$ cat src/rtl/dram_ser_pkg.sv
// Shared definitions for the DRAM serializer pair (PISO here, SIPO downstream).
package dram_ser_pkg;

    typedef enum logic {
        IDLE  = 1'b0,
        SHIFT = 1'b1
    } ser_state_e;

    localparam int DRAM_SER_WIDTH = 8;

    // Bit-counter width for a given word width; the SIPO sizes its counter the same way.
    function automatic int cnt_w(input int width);
        return $clog2(width);
    endfunction

endpackage

$ cat src/rtl/dram_piso_if.sv
// Word handshake in, serial bit stream out, for the PISO stage.
interface dram_piso_if
    import dram_ser_pkg::*;
#(
    parameter int WIDTH = DRAM_SER_WIDTH
);
    logic             in_valid;
    logic             in_ready;
    logic [WIDTH-1:0] in_data;
    logic             ser_out;
    logic             ser_valid;
    logic             frame_done;
    logic             busy;

    modport master (
        output in_valid, in_data,
        input  in_ready, ser_out, ser_valid, frame_done, busy
    );

    modport slave (
        input  in_valid, in_data,
        output in_ready, ser_out, ser_valid, frame_done, busy
    );
endinterface

$ cat src/rtl/dram_piso.sv
// Parallel-in serial-out stage: one word per handshake, shifted out MSB first.
// A word offered on the last bit of a frame is taken immediately, so frames
// run back to back with ser_valid held high.
//
//  state | meaning
//  IDLE  | no frame, in_ready high, ser_out parked at IDLE_BIT
//  SHIFT | driving shreg MSB each cycle; cnt = index of the bit on the wire
module dram_piso
    import dram_ser_pkg::*;
#(
    parameter int   WIDTH    = DRAM_SER_WIDTH,
    parameter logic IDLE_BIT = 1'b0
) (
    input logic       clk,
    input logic       rst_b,
    dram_piso_if.slave bus
);
    localparam int            CW      = cnt_w(WIDTH);
    localparam logic [CW-1:0] LAST    = CW'(WIDTH - 1);
    localparam logic [0:0]    S_IDLE  = 1'(IDLE);
    localparam logic [0:0]    S_SHIFT = 1'(SHIFT);

    logic [0:0]       state;
    logic [WIDTH-1:0] shreg;
    logic [CW-1:0]    cnt;
    logic             shifting;
    logic             last_bit;
    logic             ready;
    logic             accept;

    // Explicit compare against WIDTH-1 so non-power-of-2 widths never rely on wrap.
    assign shifting = (state == S_SHIFT);
    assign last_bit = shifting && (cnt == LAST);
    assign ready    = (state == S_IDLE) || last_bit;
    assign accept   = bus.in_valid && ready;

    // State, shifter and bit counter; a load on the last bit restarts the frame in place.
    always_ff @(posedge clk or negedge rst_b) begin
        if (!rst_b) begin
            state <= S_IDLE;
            shreg <= '0;
            cnt   <= '0;
        end else if (accept) begin
            state <= S_SHIFT;
            shreg <= bus.in_data;
            cnt   <= '0;
        end else if (last_bit) begin
            state <= S_IDLE;
            shreg <= shreg << 1;
            cnt   <= '0;
        end else if (shifting) begin
            shreg <= shreg << 1;
            cnt   <= cnt + 1'b1;
        end
    end

    // Outputs decode from registered state only.
    always_comb begin
        bus.in_ready   = ready;
        bus.ser_out    = shifting ? shreg[WIDTH-1] : IDLE_BIT;
        bus.ser_valid  = shifting;
        bus.frame_done = last_bit;
        bus.busy       = shifting;
    end
endmodule

$ cat src/flat_wrapper.sv
// flat-port wrapper written by rule: the top's interface ports become plain ports
module dram_piso_flat import dram_ser_pkg::*;
#(
    parameter int   WIDTH    = DRAM_SER_WIDTH,
    parameter logic IDLE_BIT = 1'b0
)
  (clk, rst_b, bus_in_valid, bus_in_data, bus_in_ready, bus_ser_out, bus_ser_valid, bus_frame_done, bus_busy);
  dram_piso_if #(.WIDTH(WIDTH)) bus_i ();
  input logic clk;
  input logic rst_b;
  input wire logic [$bits(bus_i.in_valid)-1:0] bus_in_valid;
  input wire logic [$bits(bus_i.in_data)-1:0] bus_in_data;
  output wire logic [$bits(bus_i.in_ready)-1:0] bus_in_ready;
  output wire logic [$bits(bus_i.ser_out)-1:0] bus_ser_out;
  output wire logic [$bits(bus_i.ser_valid)-1:0] bus_ser_valid;
  output wire logic [$bits(bus_i.frame_done)-1:0] bus_frame_done;
  output wire logic [$bits(bus_i.busy)-1:0] bus_busy;
  assign bus_i.in_valid = bus_in_valid;
  assign bus_i.in_data = bus_in_data;
  assign bus_in_ready = bus_i.in_ready;
  assign bus_ser_out = bus_i.ser_out;
  assign bus_ser_valid = bus_i.ser_valid;
  assign bus_frame_done = bus_i.frame_done;
  assign bus_busy = bus_i.busy;
  dram_piso #(.WIDTH(WIDTH), .IDLE_BIT(IDLE_BIT)) u_core (.clk(clk), .rst_b(rst_b), .bus(bus_i));
endmodule
$ cat config.mk
export PLATFORM = sky130hd
export DESIGN_NAME = dram_piso_flat
export DESIGN_NICKNAME = d
export VERILOG_FILES = /design/src/rtl/dram_ser_pkg.sv /design/src/rtl/dram_piso_if.sv /design/src/rtl/dram_piso.sv /design/src/flat_wrapper.sv
export SDC_FILE = /design/constraint.sdc
export NUM_CORES = 1
export LEC_CHECK = 0
export ABC_AREA = 0
export CAP_MARGIN = 10
export CORE_AREA = 2 2 39 41
export DETAILED_ROUTE_END_ITERATION = 6
export DIE_AREA = 0 0 41 43
export PLACE_DENSITY = 0.79
export SLEW_MARGIN = 10
export SYNTH_ARGS = -nofsm -noshare
export SYNTH_HDL_FRONTEND = slang
export SYNTH_SLANG_ARGS = --single-unit
$ cat constraint.sdc
create_clock -name clk -period 5.1 [get_ports clk]
set_clock_uncertainty 0.2 [all_clocks]
set_input_delay 0.51 -clock clk [delete_from_list [all_inputs] [get_ports clk]]
set_output_delay 0.51 -clock clk [all_outputs]
set_load 0.01 [all_outputs]
* After elaboration in Yosys (flattened, before gate mapping) *
Cells that the tools add are included.

cells by class
  $add $sub $neg = 1
  multiply operators = 0
  div/mod/pow operators = 0
  order comparisons = 0
  eq/ne operators = 1
  shift-type cells = 0
  mux-type cells = 9
  bitwise gates (word level) = 1
  reduce and logical (&&, ||, !) cells = 5

operators with widths
  operator                                                       number
  8-bit two-way mux                                              3
  3-bit two-way mux                                              3
  3-bit by 1-bit adder with 3-bit output, second input constant  1
  3-bit == test, second input constant                           1
  1-bit two-way mux                                              3
  3-bit nonzero test                                             1
  1-bit logical AND                                              2
  2-bit nonzero test                                             1
  1-bit logical OR                                               1
  1-bit NOT                                                      1

storage, ports and cells
  register bits after elaboration = 12
  bits in latches = 0
  memory bits (writable) = 0
  bits in read-only memories = 0
  input port bits = 11
  output and inout bits = 5
  word-level logic and storage cells = 20
  memories kept = 0

* Longest topological paths before layout *
Gate-level depths: netlist (run 1).

  depth in word-level cells = 5
  gate-level depth with buffers = 6

* Worst setup path before layout (run 1) *
No wires, ideal clock.

  path kind = register to output
  start = register u_core.cnt[0]
  end = output bus_in_ready
  arrival = 1.083 ns
  setup slack = 3.307 ns
  cell stages (with the launch flop) = 5
  buffers on the path = 1
  path through = dfrtp_1 > ha_1 > ha_1 > nand2b_1 > buf_2

between the ends
  longest elaborated chain between the ends = 3

ends and longest elaborated chain
  element                   line                source
  start: declaration        dram_piso.sv:25     logic [CW-1:0] cnt;
  start signal: assignment  dram_piso.sv:53     cnt <= cnt + 1'b1;
  3-bit == test             dram_piso.sv:33     assign last_bit = shifting && (cnt == LAST);
  1-bit logical AND         dram_piso.sv:33
  1-bit logical OR          dram_piso.sv:34     assign ready = (state == S_IDLE) || last_bit;
  end: declaration          flat_wrapper.sv:13  output wire logic [$bits(bus_i.in_ready)-1:0] bus_in_ready;

No other way between the ends.

* Worst setup path in the final report (run 1) *
  start = register u_core.state (netlist: u_core.bus.busy)
  end = output bus_in_ready

between the ends
  longest elaborated chain between the ends = 2

ends and longest elaborated chain
  element                                         line                              source
  start: declaration                              dram_piso.sv:23                   logic [0:0] state;
  start signal: assignment                        dram_piso.sv:40                   state <= S_IDLE;
  start signal: assignment                        dram_piso.sv:44                   state <= S_SHIFT;
  start signal: assignment                        dram_piso.sv:48                   state <= S_IDLE;
  1-bit logical AND or 1-bit NOT (tied branches)  dram_piso.sv:33, dram_piso.sv:34
  1-bit logical OR *                              dram_piso.sv:34

Every way passes the cells marked *; elsewhere a longest branch is shown, timed or not.

==> results of run 1 <==
==> flip-flops by register name, summed over array words and instances, names as in the netlist <==
signal / cells
u_core.bus.busy: 1
u_core.cnt: 3
u_core.shreg: 8
==> through the flow <==
stage | cell area [um^2] | setup slack [ns] | std cells | total power, mW | hold WS [ns]
floorplan | 643 | 3.31 | 54 | 0.284 | 0.0144
global placement | 767 | 2.72 | 80 | 0.318 | 0.279
detailed placement | 767 | 2.67 | 80 | 0.326 | 0.293
CTS | 790 | 2.38 | 83 | 0.382 | 0.309
global route | 790 | 2.23 | 83 | 0.406 | 0.332
finish | 790 | 2.40 | 83 | 0.377 | 0.303
==> synthesized netlist by cell type, types with 2 or more instances <==
master,instances,area (um^2)
a211o_1,4,35.0
nand2b_1,3,18.8
and2_2,2,15.0
nand2_1,2,7.51
o221a_2,6,67.6
o21ai_0,2,10.0
nor2b_1,7,43.8
buf_4,2,15.0
a32o_1,2,20.0
ha_1,2,25.0
a211o_2,3,30.0
dfrtp_1,12,300
==> per-layer routing <==
metal | GRT usage | vias to the layer above | wire length [um]
li1 | - | 230 | -
met1 | 0.193 | 233 | 503
met2 | 0.250 | 10 | 597
met3 | 0.0942 | 2 | 53
met4 | 0.0800 | 0 | 12
met5 | 0 | - | 0
==> worst max-delay path by stage <==
stage / start / end / slack (ns) / depth (start not counted)
final: u_core.bus.busy / bus_in_ready / 2.40 / 2
after global routing: u_core.bus.busy / bus_in_ready / 2.23 / 2
after CTS: u_core.cnt[0] / bus_in_ready / 2.38 / 4
after detailed placement: u_core.cnt[0] / bus_in_ready / 2.67 / 4
after global placement: u_core.bus.busy / bus_in_ready / 2.72 / 2
after floorplan: u_core.cnt[0] / bus_in_ready / 3.31 / 4
==> cells by family after synthesis <==
family	Yosys count	share of synthesized area
adder cells (fa/ha/maj)	2	0.0389
buffers and inverters	6	0.0778
AND/OR/NAND/NOR	16	0.146
flip-flops	12	0.467
AO/OA/AOI/OAI	18	0.270
==> power groups by stage <==
| stage | sequential (mW) | clock (mW) | combinational [mW] |
|---|---|---|---|
| floorplan | 0.155 | 0 | 0.129 |
| global placement | 0.167 | 0 | 0.152 |
| detailed placement | 0.169 | 0 | 0.157 |
| CTS | 0.167 | 0.0573 | 0.158 |
| global route | 0.174 | 0.0625 | 0.170 |
| finish | 0.167 | 0.0546 | 0.155 |
==> layout make-up <==
| type | count | area share |
|---|---|---|
| flip-flops and latches | 12 | 0.380 |
| well taps | 16 | 0.0254 |
| multi-input cells | 36 | 0.371 |
| inverters | 1 | 0.00475 |
| repair buffers | 15 | 0.190 |
| clock buffers | 3 | 0.0285 |
==> results by group, run 1 <==
Outcome
  – Status: finished, final reports clean

Setup path
  – Reg2Reg Depth: 5
  – CP Buf/Inv Count: 1
  – Critical path class: flop to output port
  – Cell Chain, Critical Path: nand2b_1, clkdlybuf4s50_1
  – FF-to-FF Start: u_core.cnt[0]
  – Crit path DAT: 1.99 ns
  – Slowest Stage Delay on Critical Path: 0.74 ns
  – Delay-heaviest family, CP: flip-flops
  – Setup crit start kind: flop
  – Crit Reg-Reg Endpoint: u_core.shreg[2]
  – CP endpoint kind: output port
  – Register-to-register setup slack: 3.12 ns
  – Slowest cell on the critical path: dfrtp_1
  – Worst Path Required: 4.39 ns
  – Crit Path Max Fanout: 23

Synth
  – Yosys warns: 0
  – Post-Syn Nets: 67
  – Ys async rst share: 1.00
  – Post-synth EDFFs: 0
  – Post-Syn Area: 643 um^2
  – Synthesized instance count: 54
  – FF+latch count, synth: 12
  – Syn avg cell area: 11.9 um^2
  – Register area share after synthesis: 0.467
  – Most used flip-flop cell after synthesis: dfrtp_1
  – Library cells used by synthesis: 19

Pwr
  – LEAKAGE: 0.342 nW
  – Seq pwr share: 0.444
  – Int Pwr: 0.257 mW
  – Switch Pwr: 0.119 mW
  – Gate power share: 0.411
  – Sw Share: 0.317
  – Clock network power share: 0.145
  – Power Density: 477 nW/um^2
  – Worst VDD drop: 0.254 mV

Detailed routing
  – DRC: 0
  – Vias: 475
  – Post-route ant nets: 0
  – Vias per Instance: 5.72
  – Drt total wl: 1.17 mm
  – Router iterations before antenna repair: 4
  – Initial drt markers: 6
  – Routed len/inst: 14.0 um

Die
  – Starting Density: 0.465
  – Total die area: 1760 um^2
  – Die width: 41 um
  – Die H: 43 um
  – Core ar.: between 1000 and 1500 um^2
  – Row count: 14
  – IO Pins: 16

Final layout
  – Post-Route Utilization: 0.571
  – Layout cells sized above 1: 0.209
  – Commonest non-fill, non-tap cells in the layout: clkdlybuf4s50_1, dfrtp_1, nor2b_1
  – Area Growth Syn to Fin: 22.8%
  – Ant. Diodes: 0
  – Nets: 82
  – Area of the multi-input gates: around 290 um^2
  – Fill count: 120
  – Commonest non-fill, non-tap cell in the layout: clkdlybuf4s50_1
  – Register area: 300 um^2

Clocking
  – Clock transition at path regs: 0.07 ns
  – Clk_lat worst skew: around 0.26 ns
  – TritonCTS clock tree: done
  – Postcts setup bufs: 0
  – Clock sink count: 12
  – Cts repair resizes: 0
  – Htree depth: 1
  – CTS max path bufs: 2
  – Clk root buf: clkbuf_4
  – Hold Buf Count CTS: 0
  – Num CTS Buffers: 3

STA
  – Slew @ Worst Pin: 0.618 ns
  – Fin crit share: 0.529
  – Min Clock Period, post-route: approximately 2.7 ns
  – Sum Neg Setup Slack: 0 ns
  – Max-slew violation count: 0
  – RSZ-0062 raised after global routing: no
  – Final setup fails: 0
  – Slew margin rel.: 0.588
  – Final hold viol count: 0
  – Max Fclk: between 0.3 and 0.4 GHz

Flow run
  – Max-Cap Viols: 0

Global route
  – GRT Residual Overflow: 0
  – Vias in the first global route: 453
  – First-pass GRT wire length: 1.93 mm
  – Gr usage total: 0.170
  – Largest net degree at the start of global routing: 24
  – Initial antenna violation count: 0

Placed design
  – DP HPWL: 825 um
  – Port Buffer Count: 15
  – Placer's final routability congestion estimate: 0.674

Worst hold path
  – Min-Delay Path Class: flop to flop
  – Worst hold path depth: 1
  – WHS Endpoint: u_core.cnt[2]
  – Hold path start: u_core.cnt[2]
No activity file was read; power rests on OpenSTA's default activity.
==> inputs of run 2 (changes only) <==
--- a/config.mk
+++ b/config.mk
@@ -7,10 +7,10 @@
 export LEC_CHECK = 0
 export ABC_AREA = 0
 export CAP_MARGIN = 10
-export CORE_AREA = 2 2 39 41
+export CORE_AREA = 2 2 43 45
 export DETAILED_ROUTE_END_ITERATION = 6
-export DIE_AREA = 0 0 41 43
-export PLACE_DENSITY = 0.79
+export DIE_AREA = 0 0 45 47
+export PLACE_DENSITY = 0.69
 export SLEW_MARGIN = 10
 export SYNTH_ARGS = -nofsm -noshare
 export SYNTH_HDL_FRONTEND = slang
==> constraint.sdc (replaced) <==
create_clock -name clk -period 2.3 [get_ports clk]
set_clock_uncertainty 0.2 [all_clocks]
set_input_delay 0.23 -clock clk [delete_from_list [all_inputs] [get_ports clk]]
set_output_delay 0.23 -clock clk [all_outputs]
set_load 0.01 [all_outputs]
==> results by group, run 2 (same netlist as run 1, synthesis figures left out) <==
Outcome
  – Status: finished, final reports clean (unchanged)

Final layout
  – Layout cells sized above 1: 0.254 (was 0.209)
  – Area Growth Syn to Fin: 28.6% (was 22.8%)
  – Commonest non-fill, non-tap cells in the layout: clkdlybuf4s50_1, dfrtp_1, nor2b_1 (unchanged)
  – Ant. Diodes: 0 (unchanged)
  – Commonest non-fill, non-tap cell in the layout: clkdlybuf4s50_1 (unchanged)
  – Number of flip-flops in the largest register: 8 (unchanged)
  – Fin area: 827 um^2 (was 790 um^2)
  – Register area: 300 um^2 (unchanged)
  – Fill count: 159 (was 120)
  – Largest reg by FF count: u_core.shreg (unchanged)
  – Area of the multi-input gates: 293 um^2 (unchanged)
  – Nets: 85 (was 82)

Setup path
  – Cell Chain, Critical Path: ha_1, ha_1, nand2b_1, clkdlybuf4s50_1 (was nand2b_1, clkdlybuf4s50_1)
  – Crit path from: u_core.cnt[0] (was u_core.bus.busy)
  – CP endpoint kind: output port (unchanged)
  – Delay-heaviest family, CP: buffers and inverters (was flip-flops)
  – Slowest Stage Delay on Critical Path: 0.50 ns (was 0.74 ns)
  – Most frequent CP cell: ha_1
  – Crit Path Max Fanout: 3 (was 23)
  – Crit path DAT: 1.73 ns (was 1.99 ns)
  – CP Buf/Inv Count: 1 (unchanged)
  – Setup crit start kind: flop (unchanged)
  – Critical path class: flop to output port (unchanged)
  – FF-to-FF Start: u_core.cnt[0] (unchanged)
  – Worst Path Required: 1.87 ns (was 4.39 ns)
  – Slowest cell on the critical path: clkdlybuf4s50_1 (was dfrtp_1)

STA
  – Fin crit share: 0.939
  – RSZ-0062 raised after global routing: no (unchanged)
  – Sum Neg Setup Slack: 0 ns (unchanged)
  – Slew margin rel.: 0.619 (was 0.588)
  – Min Clock Period, post-route: 2.16 ns
  – Slew @ Worst Pin: 0.569 ns (was 0.618 ns)
  – Final hold viol count: 0 (unchanged)
  – Final setup fails: 0 (unchanged)
  – Max Fclk: ~0.46 GHz
  – Max-slew violation count: 0 (unchanged)

Global route
  – GRT Residual Overflow: 0 (unchanged)
  – Gr usage total: 0.153 (was 0.170)
  – Largest net degree at the start of global routing: 16 (was 24)
  – First-pass GRT wire length: 2.21 mm (was 1.93 mm)
  – Initial antenna violation count: 0 (unchanged)
  – Vias in the first global route: 503 (was 453)

Detailed routing
  – Router iterations before antenna repair: 4 (unchanged)
  – Vias: 492 (was 475)
  – Vias per Instance: 5.59 (was 5.72)
  – Drt total wl: 1.28 mm (was 1.17 mm)
  – DRC: 0 (unchanged)
  – Routed len/inst: 14.6 um (was 14.0 um)
  – Initial drt markers: 7 (was 6)
  – Post-route ant nets: 0 (unchanged)

Pwr
  – Int Pwr: 0.624 mW (was 0.257 mW)
  – Worst VDD drop: 0.498 mV (was 0.254 mV)
  – Switch Pwr: 0.279 mW (was 0.119 mW)
  – Seq pwr share: 0.401 (was 0.444)
  – LEAKAGE: 0.364 nW (was 0.342 nW)
  – Sw Share: 0.309 (was 0.317)
  – Power Density: 1090 nW/um^2 (was 477 nW/um^2)
  – Clock network power share: 0.183 (was 0.145)
  – Gate power share: 0.416 (was 0.411)

Die
  – Row count: 15 (was 14)
  – Starting Density: 0.389 (was 0.465)
  – IO Pins: 16 (unchanged)
  – Die width: 45 um (was 41 um)
  – Core ar.: 1650 um^2 (was 1380 um^2)
  – Die H: 47 um (was 43 um)
  – Total die area: 2120 um^2 (was 1760 um^2)

Clocking
  – Cts repair resizes: 0 (unchanged)
  – Hold Buf Count CTS: 0 (unchanged)
  – Clock sink count: 12 (unchanged)
  – Clk root buf: clkbuf_4 (unchanged)
  – Postcts setup bufs: 0 (unchanged)
  – Clock transition at path regs: 0.08 ns (was 0.07 ns)
  – Num CTS Buffers: 3 (unchanged)
  – CTS max path bufs: 2 (unchanged)
  – Clk_lat worst skew: 0.27 ns (was 0.26 ns)
  – TritonCTS clock tree: done (unchanged)
  – Htree depth: 1 (unchanged)

Placed design
  – Area after DPL: 791 um^2 (was 767 um^2)
  – Placer's final routability congestion estimate: 0.664 (was 0.674)
  – Port Buffer Count: 15 (unchanged)
  – DP HPWL: 942 um (was 825 um)

Worst hold path
  – Min-Delay Path Class: input port to async pin (was flop to flop)

Flow run
  – Max-Cap Viols: 0 (unchanged)
## run 2: power by group through the flow
stage	combinational (mW)	clock [mW]	sequential [mW]
floorplan	0.286	0	0.343
global placement	0.373	0	0.364
detailed placement	0.382	0	0.368
CTS	0.384	0.171	0.363
global route	0.419	0.185	0.378
finish	0.375	0.166	0.362
## run 2: path summary, 6_finish.rpt
| path | slack, ns | cells past startpoint | to |
|---|---|---|---|
| setup / recovery | 0.14 | 4 | bus_in_ready |
| hold / removal | 0.12 | 1 | u_core.shreg[6] |
| setup reg to reg | 0.42 | 6 | u_core.shreg[1] |
| hold reg to reg | 0.31 | 1 | u_core.cnt[2] |
| max in group asynchronous | 1.40 | 1 | u_core.shreg[7] |
| min in group clk | 0.31 | 1 | u_core.cnt[2] |
## run 2: per-stage QoR
stage | worst slack, ns | total power [mW] | hold slack (ns) | instances | util
after floorplan | 0.627 | 0.629 | -0.266 | 54 | -
after global placement | 0.435 | 0.737 | 0.288 | 84 | 0.479
after detailed placement | 0.393 | 0.750 | 0.293 | 84 | 0.479
after CTS | 0.123 | 0.918 | 0.143 | 88 | 0.501
after global routing | 0.0397 | 0.982 | 0.155 | 88 | 0.501
final | 0.141 | 0.903 | 0.123 | 88 | 0.501
## run 2: metal layers
layer  vias up  global-route usage  part of all wire
li1        236                   -                 -
met1       242               0.180              0.45
met2        10               0.249              0.51
met3         4              0.0462             0.030
met4         0              0.0882             0.016
met5         -                   0                 0
## run 2: layout make-up
cell class | instances | area share
sequential | 12 | 0.363
multi-input combinational | 36 | 0.354
clock buffer | 4 | 0.0439
tap | 17 | 0.0257
inverter | 1 | 0.00454
timing repair buffer | 18 | 0.209
==> RTL change (config.mk and constraints of run 2) <==
The package constant `DRAM_SER_WIDTH` goes from 8 to 6.
--- a/src/rtl/dram_ser_pkg.sv
+++ b/src/rtl/dram_ser_pkg.sv
@@ -6,7 +6,7 @@
         SHIFT = 1'b1
     } ser_state_e;
 
-    localparam int DRAM_SER_WIDTH = 8;
+    localparam int DRAM_SER_WIDTH = 6;
 
     // Bit-counter width for a given word width; the SIPO sizes its counter the same way.
     function automatic int cnt_w(input int width);
Ports: changed (resized bus_in_data); port bits go from 16 to 14. No check against the original RTL was run, so the function may have changed too.
==> RTL change against run 2 <==
Utilization shrank 7.6 points. Worst setup slack better by 0.066 ns. Combinational power down 25%. Sequential cell count shrank 2. Die area did not move. Routed wire length decreased by 20%. Critical path type unchanged. Critical endpoint unchanged. Sequential power down 15%. Sequential share of layout area shrank 0.66 points. Cell area fell by 15%. Highest routed layer unchanged. Synthesized area shrank 17%. Total power is 17% lower. First-iteration DRC count increased by 57%.
==> RTL change: results (changes against run 2) <==
Global route
  – First-pass GRT wire length: 1711 um (was 2214 um)
  – Met3 Track Usage GR: 2.308% (was 4.615%)
  – Largest net degree at the start of global routing: 20 (was 16)
  – M2 GR Usage: 18.57% (was 24.86%)
  – GRT Total Usage: 11.75% (was 15.30%)
  – Met1 usage: 14.18% (was 18.01%)
  – Vias in the first global route: 398 (was 503)

Placed design
  – Dpl ws: 0.4969 ns (was 0.3927 ns)
  – Port Buffer Count: 13 (was 15)
  – DP HPWL: 750.6 um (was 942.3 um)
  – Post-Place Cells: 76 (was 84)
  – Final GP Congestion: 0.7222 (was 0.6636)

Yosys
  – Post-synth cell types: 20 (was 19)
  – Synth Area in Adders: 4.684% (was 3.891%)
  – Syn Area/Cell: 10.90 um2 (was 11.91 um2)
  – Synth area leaders: dfrtp_1 (47%), o221a_1 (11%), a211o_1 (8.2%) (was dfrtp_1 (47%), o221a_2 (11%), nor2b_1 (6.8%))
  – Sequential area share after synthesis: 46.84% (was 46.69%)
  – Net Count, Synth: 60 (was 67)
  – Compound-Gate Fraction of Synth Area: 25.29% (was 27.04%)

Clocking
  – CTS Buffer Depth: 2 (unchanged)
  – Setup Buffers After CTS: 0 (unchanged)
  – Skew-Pair Late Insertion Delay: 0.27 ns (about the same)
  – Clk slew on worst S/H paths: 0.07 ns

Setup path
  – CP peak stage delay: 0.63 ns (was 0.50 ns)
  – Worst path top cell family by delay: flip-flops (was buffers and inverters)
  – Critical Path Slowest Stage Cell: dfrtp_1 (was clkdlybuf4s50_1)
  – CP Capture Point: bus_in_ready (unchanged)
  – Worst Setup SP: u_core.bus.busy (was u_core.cnt[0])
  – Max FO, Critical Path: 19 (was 3)
  – CP arrival: 1.66 ns (was 1.73 ns)
  – R2r worst-path depth: 4 (was 6)
  – Reg2reg end: u_core.shreg[5] (was u_core.shreg[1])

Layout
  – Max reg flops: 6 (was 8)
  – Layout net count: 75 (was 85)
  – Final Instance Count excl. Fillers: 80 (was 88)
  – Fill cells: 165 (was 159)

Run status
  – Outcome: finished, final reports clean (unchanged)

STA
  – Final min period: 2.093 ns (was 2.159 ns)
  – Rel. slew slack: 69.09% (was 61.94%)

Route
  – DRT iter0 DRCs: 11 (was 7)
  – Vias/cell: 5.225 (was 5.591)
  – Final WL: 1033 um (was 1284 um)
  – Routed wl met2: 529 um (was 649 um)
  – Drt pass-1 iters: 6 (was 4)
  – WL met1: 434 um (was 575 um)

Pwr
  – Peak supply drop: 489.9 uV (was 498.2 uV)
  – Pleak: 0.3342 nW (was 0.3638 nW)
==> RTL change: area by class of cell <==
class | count | area (um2) | area share [%]
clock buffers | 4 | 36.28 | 5.169
inverters | 1 | 3.754 | 0.5348
multi-input cells | 34 | 252.7 | 36.01
flip-flops and latches | 10 | 250.2 | 35.65
well taps | 17 | 21.27 | 3.030
repair buffers | 14 | 137.6 | 19.61
==> RTL change: where the power goes <==
group          total [W]  internal, W  switching (W)  leakage (nW)
logic           0.000283     0.000167       0.000116         0.186
clock network   0.000165    0.0000963      0.0000686        0.0210
registers       0.000306     0.000241      0.0000642         0.127
total           0.000753     0.000504       0.000249         0.334
==> RTL change: stage by stage <==
stage / cell area, um2 / utilization, %
2_1_floorplan: 534.3 / -
3_3_place_gp: 665.6 / 40.30
3_5_place_dp: 665.6 / 40.30
4_1_cts: 701.9 / 42.50
5_1_grt: 701.9 / 42.50
6_report: 701.9 / 42.50
